## config.mk

```make
export PLATFORM = sky130hd
export DESIGN_NAME = fetch_queue
export DESIGN_NICKNAME = d
export VERILOG_FILES = /design/src/rtl/fetch_queue.sv
export SDC_FILE = /design/constraint.sdc
export NUM_CORES = 1
export LEC_CHECK = 0
export ABC_CLOCK_PERIOD_IN_PS = 4400
export CORE_MARGIN = 3
export CORE_UTILIZATION = 50
export DETAILED_ROUTE_END_ITERATION = 10
export HOLD_SLACK_MARGIN = 0.03
export PLACE_DENSITY = 0.71
export SYNTH_ARGS = -nofsm -noshare
export SYNTH_HDL_FRONTEND = slang
export SYNTH_SLANG_ARGS = --single-unit
```

## constraint.sdc

```tcl
create_clock -name clk -period 4.4 [get_ports clk]
set_clock_uncertainty 0.15 [all_clocks]
set_input_delay 0.88 -clock clk [delete_from_list [all_inputs] [get_ports clk]]
set_output_delay 0.88 -clock clk [all_outputs]
set_load 0.02 [all_outputs]
```

## src/rtl/fetch_queue.sv

```systemverilog
// fetch_queue: circular FIFO of {pc, pc8, instr} triples between the IFU and the ID stage.
// Define FQ_BYPASS_EN to add a combinational in->out path when the queue is empty.
module fetch_queue #(
  parameter int DEPTH = 4,
  parameter int AW    = 2
) (
  input  logic        clk,
  input  logic        reset,
  input  logic        flush,
  input  logic        in_valid,
  input  logic [31:0] in_pc,
  input  logic [31:0] in_pc8,
  input  logic [31:0] in_instr,
  output logic        in_ready,
  output logic        out_valid,
  output logic [31:0] out_pc,
  output logic [31:0] out_pc8,
  output logic [31:0] out_instr,
  input  logic        out_ready
);

  localparam logic [AW:0] FULL = (AW+1)'(DEPTH);

  logic [AW-1:0] wr_ptr;
  logic [AW-1:0] rd_ptr;
  logic [AW:0]   count;
  logic [95:0]   mem [DEPTH];
  logic [95:0]   head;
  logic          stored;
  logic          push;
  logic          pop;

  assign stored   = (count != '0);
  assign in_ready = (count != FULL);
  assign head     = mem[rd_ptr];
  assign pop      = stored && out_ready;

`ifdef FQ_BYPASS_EN
  logic bypass;
  logic direct;

  // An empty queue forwards the incoming triple; it is stored only if decode does not take it.
  assign bypass    = !stored && in_valid;
  assign direct    = bypass && out_ready && !flush;
  assign push      = in_valid && in_ready && !direct;
  assign out_valid = stored || bypass;

  always_comb begin
    {out_pc, out_pc8, out_instr} = '0;
    if (stored)
      {out_pc, out_pc8, out_instr} = head;
    else if (bypass)
      {out_pc, out_pc8, out_instr} = {in_pc, in_pc8, in_instr};
  end
`else
  assign push      = in_valid && in_ready;
  assign out_valid = stored;
  assign {out_pc, out_pc8, out_instr} = stored ? head : 96'h0;
`endif

  always_ff @(posedge clk or negedge reset) begin
    if (!reset) begin
      wr_ptr <= '0;
      rd_ptr <= '0;
      count  <= '0;
    end else if (flush) begin
      wr_ptr <= '0;
      rd_ptr <= '0;
      count  <= '0;
    end else begin
      if (push)
        wr_ptr <= wr_ptr + AW'(1);
      if (pop)
        rd_ptr <= rd_ptr + AW'(1);
      if (push && !pop)
        count <= count + (AW+1)'(1);
      else if (pop && !push)
        count <= count - (AW+1)'(1);
    end
  end

  // Entry storage carries no reset; occupancy alone decides what is visible.
  always_ff @(posedge clk) begin
    if (push && !flush)
      mem[wr_ptr] <= {in_pc, in_pc8, in_instr};
  end

endmodule
```

=== Yosys cells after proc, flatten, opt, wreduce, memory -nomap -nowiden ===
Memories as Yosys holds them, arrays and structs flattened.
Index checks and enable logic that the tools add are counted.

* Memories kept: 1
* Memory bits (writable): 384
* Register bits: 7
* Input port bits: 101
* Output and inout port bits: 98

{| class="wikitable"
|+ Memory list
! name !! words !! bits a word !! rd ports !! clocked after memory_dff !! write ports !! RTL line !! source
|-
| mem || 4 || 96 || 1 || 0 || 1 || 27 || <nowiki>logic [95:0] mem [DEPTH];</nowiki>
|}

* Add/subtract/negate cells: 4
* Reductions and logical operators: 12
* Muxes and demuxes: 10
* Equal/unequal tests: 1

{| class="wikitable"
|+ Operators with widths
! cell !! number
|-
| 2-to-1 mux 96 bit || 1
|-
| 2-to-1 mux 3 bit || 3
|-
| 2-to-1 mux 2 bit || 4
|-
| nonzero test 3 bit || 2
|-
| logical AND 1 bit || 5
|-
| adder 2 x 1 -> 2 bit (second input constant) || 2
|-
| nonzero test 2 bit || 2
|-
| adder 3 x 1 -> 3 bit (second input constant) || 1
|-
| logical NOT 1 bit || 3
|-
| inequality test 3 bit (second input constant) || 1
|-
| subtractor 3 x 1 -> 3 bit (second input constant) || 1
|-
| 2-to-1 mux 1 bit || 2
|}

=== Longest topological paths before layout ===
* Depth after elaboration: 7
* Mapped depth: 8
* Depth with buffers taken out: 7

=== Worst setup path after synthesis ===
Ideal clock, no wire load.

* Path type: input port to flip-flop
* Start: in in_valid
* End: mem mem[2][0], enable pin
* Required time: 3.784 ns
* Cell stages on the path: 4
* Setup slack: 0.060 ns
* Arrival: 3.725 ns
* Cells stage by stage: clkbuf_1 -> inv_1 -> nor3_1 -> and2_1

* Longest elaborated chain between the ends: 4

{| class="wikitable"
|+ Ends and longest elaborated chain
! item !! RTL line !! source
|-
| start, declared || 10 || <nowiki>input logic in_valid,</nowiki>
|-
| logical AND 1 bit || 56 || <nowiki>assign push = in_valid && in_ready;</nowiki>
|-
| logical AND 1 bit || 84 || <nowiki>if (push && !flush)</nowiki>
|-
| 2-to-1 mux 1 bit || 84 ||
|-
| 2-to-1 mux 1 bit (not written as such) || 85 || <nowiki>mem[wr_ptr] <= {in_pc, in_pc8, in_instr};</nowiki>
|-
| end, declared || 27 ||
|}

Every way passes these cells.

=== Final worst setup path ===
* Start: reg rd_ptr[0]
* End: out out_instr[23]

* Longest elaborated chain between the ends: 2

{| class="wikitable"
|+ Ends and longest elaborated chain
! item !! RTL line !! source
|-
| start, declared || 25 || <nowiki>logic [AW-1:0] rd_ptr;</nowiki>
|-
| start signal, assigned || 74 || <nowiki>rd_ptr <= rd_ptr + AW'(1);</nowiki>
|-
| memory (4 x 96 bit) || n/a ||
|-
| 2-to-1 mux 96 bit || 58 || <nowiki>assign {out_pc, out_pc8, out_instr} = stored ? head : 96'h0;</nowiki>
|-
| end, declared || 18 || <nowiki>output logic [31:0] out_instr,</nowiki>
|}

Every way passes these cells.

==> results.yml <==
run_status:
  status: "completed"
global_routing:
  grt_max_degree: 62
  grtUsageTotal_pct: 18.8
  grt_first_pass_wirelength_mm: 45.5
  grt_overflow_total: 0
  first_global_vias: 7875
  grt_antenna_before_repair: 1
timing:
  min_period_over_period_pct: 91.4
  setup_viol: 0
  max_freq_mhz: 249
  rsz0062_at_grt: "false"
  slew_violations: 0
  max_slew_margin_pct: 50.8
  period_needed_ns: 4.02
  final_hold_viol_count: 0
  fin_setup_tns_ns: 0
  tightest_slew_ns: 0.738
  hold_ws_ns: 0.441
placement:
  gp_congestion: 0.735
  port_buffers: 198
  placedCellCount: 1233
  hpwl_mm: 17.9
clocking:
  cts_buffers: 39
  cts.htree.levels: 2
  postCtsHoldBufs: 0
  post_cts.repair.setup_buffers: 0
  cts_tree: "built"
  clk_latency_ns: 0.52
  root_buffer: "clkbuf_16"
  cts_buffer_depth: 3
  cts_resized: 0
  cts.sinks: 391
  clk_pin_slew_ns: 0.06
final_layout:
  final_common_cell: "edfxtp_1"
  area_growth_pct: 24.8
  fill_cells: 1984
  diodes: 0
  utilization_pct: 64.3
  post_layout_nonfiller_instances: 1301
  mostFrequentLayoutCells: "edfxtp_1, clkdlybuf4s50_1, mux4_2, and2_1, clkbuf_16"
  num-nets-final: 996
  drive_gt1_share_pct: 18.8
logic_synthesis:
  synth.avg_cell_area_um2: 22.4
  yosys_warnings: 0
  synth_top_area_share_pct: 76.7
  syn_inst: 671
  ys_seq_elements: 391
  synth_area_leaders: "edfxtp_1, mux4_2, and2_1"
  ys_seq_area_share_pct: 77.9
  synth_top_area_cell: "edfxtp_1"
  syn_area_um2: 15000
  yosys.cell_types.count: 32
  syn_nets: 777
die:
  dieArea_um2: 32200
  die_width_um: 179
  start_util_pct: 51.5
  die_height_um: 179
  core-area_um2: 29200
  pin_count: 199
  placementRows: 62
setup_path:
  crit_slowest_cell: "dfrtp_4"
  slowest_delay_ns: 0.83
  crit_buf_inv: 2
  path_max_fanout: 27
  cp-startpoint: "rd_ptr[0]"
  worstPathArrival_ns: 2.99
  endpoint_kind: "output port"
  crit_chain: "buf_12 > mux4_2 > and2_1 > clkdlybuf4s50_1"
  worst_ep_required_time_ns: 3.37
  crit-reg2reg-launch: "count[2]"
  cp_top_family: "buffers and inverters"
  critPathKind: "reg -> out"
  start_kind: "flop"
routing:
  ant_nets: 0
  routedWlPerCell_um: 22.7
  viasPerCell: 5.55
  vias: 7223
  drc: 0
  drtPass1Iterations: 4
  wl_mm: 29.5
  drt_iter0_markers: 579
pwr:
  power_leakage_nw: 5.95
  p_total_mw: 10.9
  power_density_nw_per_um2: 583
  ir_drop_uv: 412
worst_hold_path:
  worstHoldStart: "wr_ptr[0]"
  min-delay-path-class: "reg -> reg"
flow_run:
  cap_violations: 0
==> state kept, by name (all words and copies together), names as in the netlist <==
name,flops
count,3
rd_ptr,2
wr_ptr,2
mem,384
==> layer usage <==
layer,wire [um],track usage [%]
met4,392,4.06
met5,13,0
met3,2220,4.55
met1,12000,25.9
met2,14800,31.0
==> per-stage QoR <==
| step | area [um^2] | setup slack (ns) |
|---|---|---|
| final | 18800 | 0.379 |
| after global routing | 18800 | 0.215 |
| after CTS | 18800 | 0.284 |
| after detailed placement | 17600 | 0.867 |
| after global placement | 17600 | 0.882 |
| after floorplan | 15000 | 0.0595 |
==> cells in the mapped netlist <==
cell / n
nor4bb_1: 1
mux2i_1: 2
dfrtp_1: 7
nor3b_1: 1
fa_1: 1
nor3_1: 1
o21ai_0: 2
inv_1: 6
o211a_1: 1
nor2_1: 9
o311a_1: 1
and3_1: 1
and2_1: 100
a21oi_1: 2
xor2_1: 2
a311oi_1: 1
clkbuf_1: 17
edfxtp_1: 384
mux4_2: 96
o31ai_1: 1
or3_1: 1
ha_1: 4
clkbuf_2: 1
buf_6: 3
mux2_2: 2
a211oi_1: 1
buf_2: 15
nand3_1: 2
a21bo_2: 1
nand3b_1: 2
o311ai_0: 1
buf_8: 2
==> worst register-to-register path, stage by stage, from the launching register on <==
cell and delay (ns):
dfrtp_1 0.49, nor3b_1 0.38, inv_1 0.16, and3_1 0.22, fa_1 0.45, a21bo_2 0.24, a311oi_1 0.36, o311a_1 0.22
==> area by class of cell <==
| class | count | area [um^2] | area share [%] |
|---|---|---|---|
| Clock inverter | 16 | 138 | 0.734 |
| Sequential cell | 391 | 11700 | 62.4 |
| Timing Repair Buffer | 216 | 2250 | 12.0 |
| Tap cell | 384 | 480 | 2.56 |
| Multi-Input combinational cell | 236 | 3110 | 16.6 |
| Clock buffer | 52 | 1050 | 5.58 |
| Inverter | 6 | 22.5 | 0.120 |
==> final timing paths <==
check	end	slack (ns)	depth (start not counted)
min in group asynchronous	count[0]	0.48	1
min reg2reg	wr_ptr[0]	0.44	2
max in group asynchronous	rd_ptr[0]	3.35	1
max reg2reg	count[2]	1.68	7
min	wr_ptr[0]	0.44	2
max	out_instr[23]	0.38	4
==> logic make-up after synthesis <==
family                     share of synthesized area, %
DFF                                                77.9
and+or+nand+nor                                    4.79
muxes                                              14.7
buffers and inverters                              1.53
AOI/OAI and AO/OA                                 0.549
adders and majority gates                         0.466
xor gates and xnor gates                          0.117
==> power by group <==
| part | leakage [nW] | internal, mW | switching [mW] |
|---|---|---|---|
| clock network | 0.571 | 1.79 | 1.28 |
| registers | 3.57 | 4.29 | 0.121 |
| logic | 1.80 | 1.76 | 1.70 |
No activity file was read; power rests on OpenSTA's default activity.
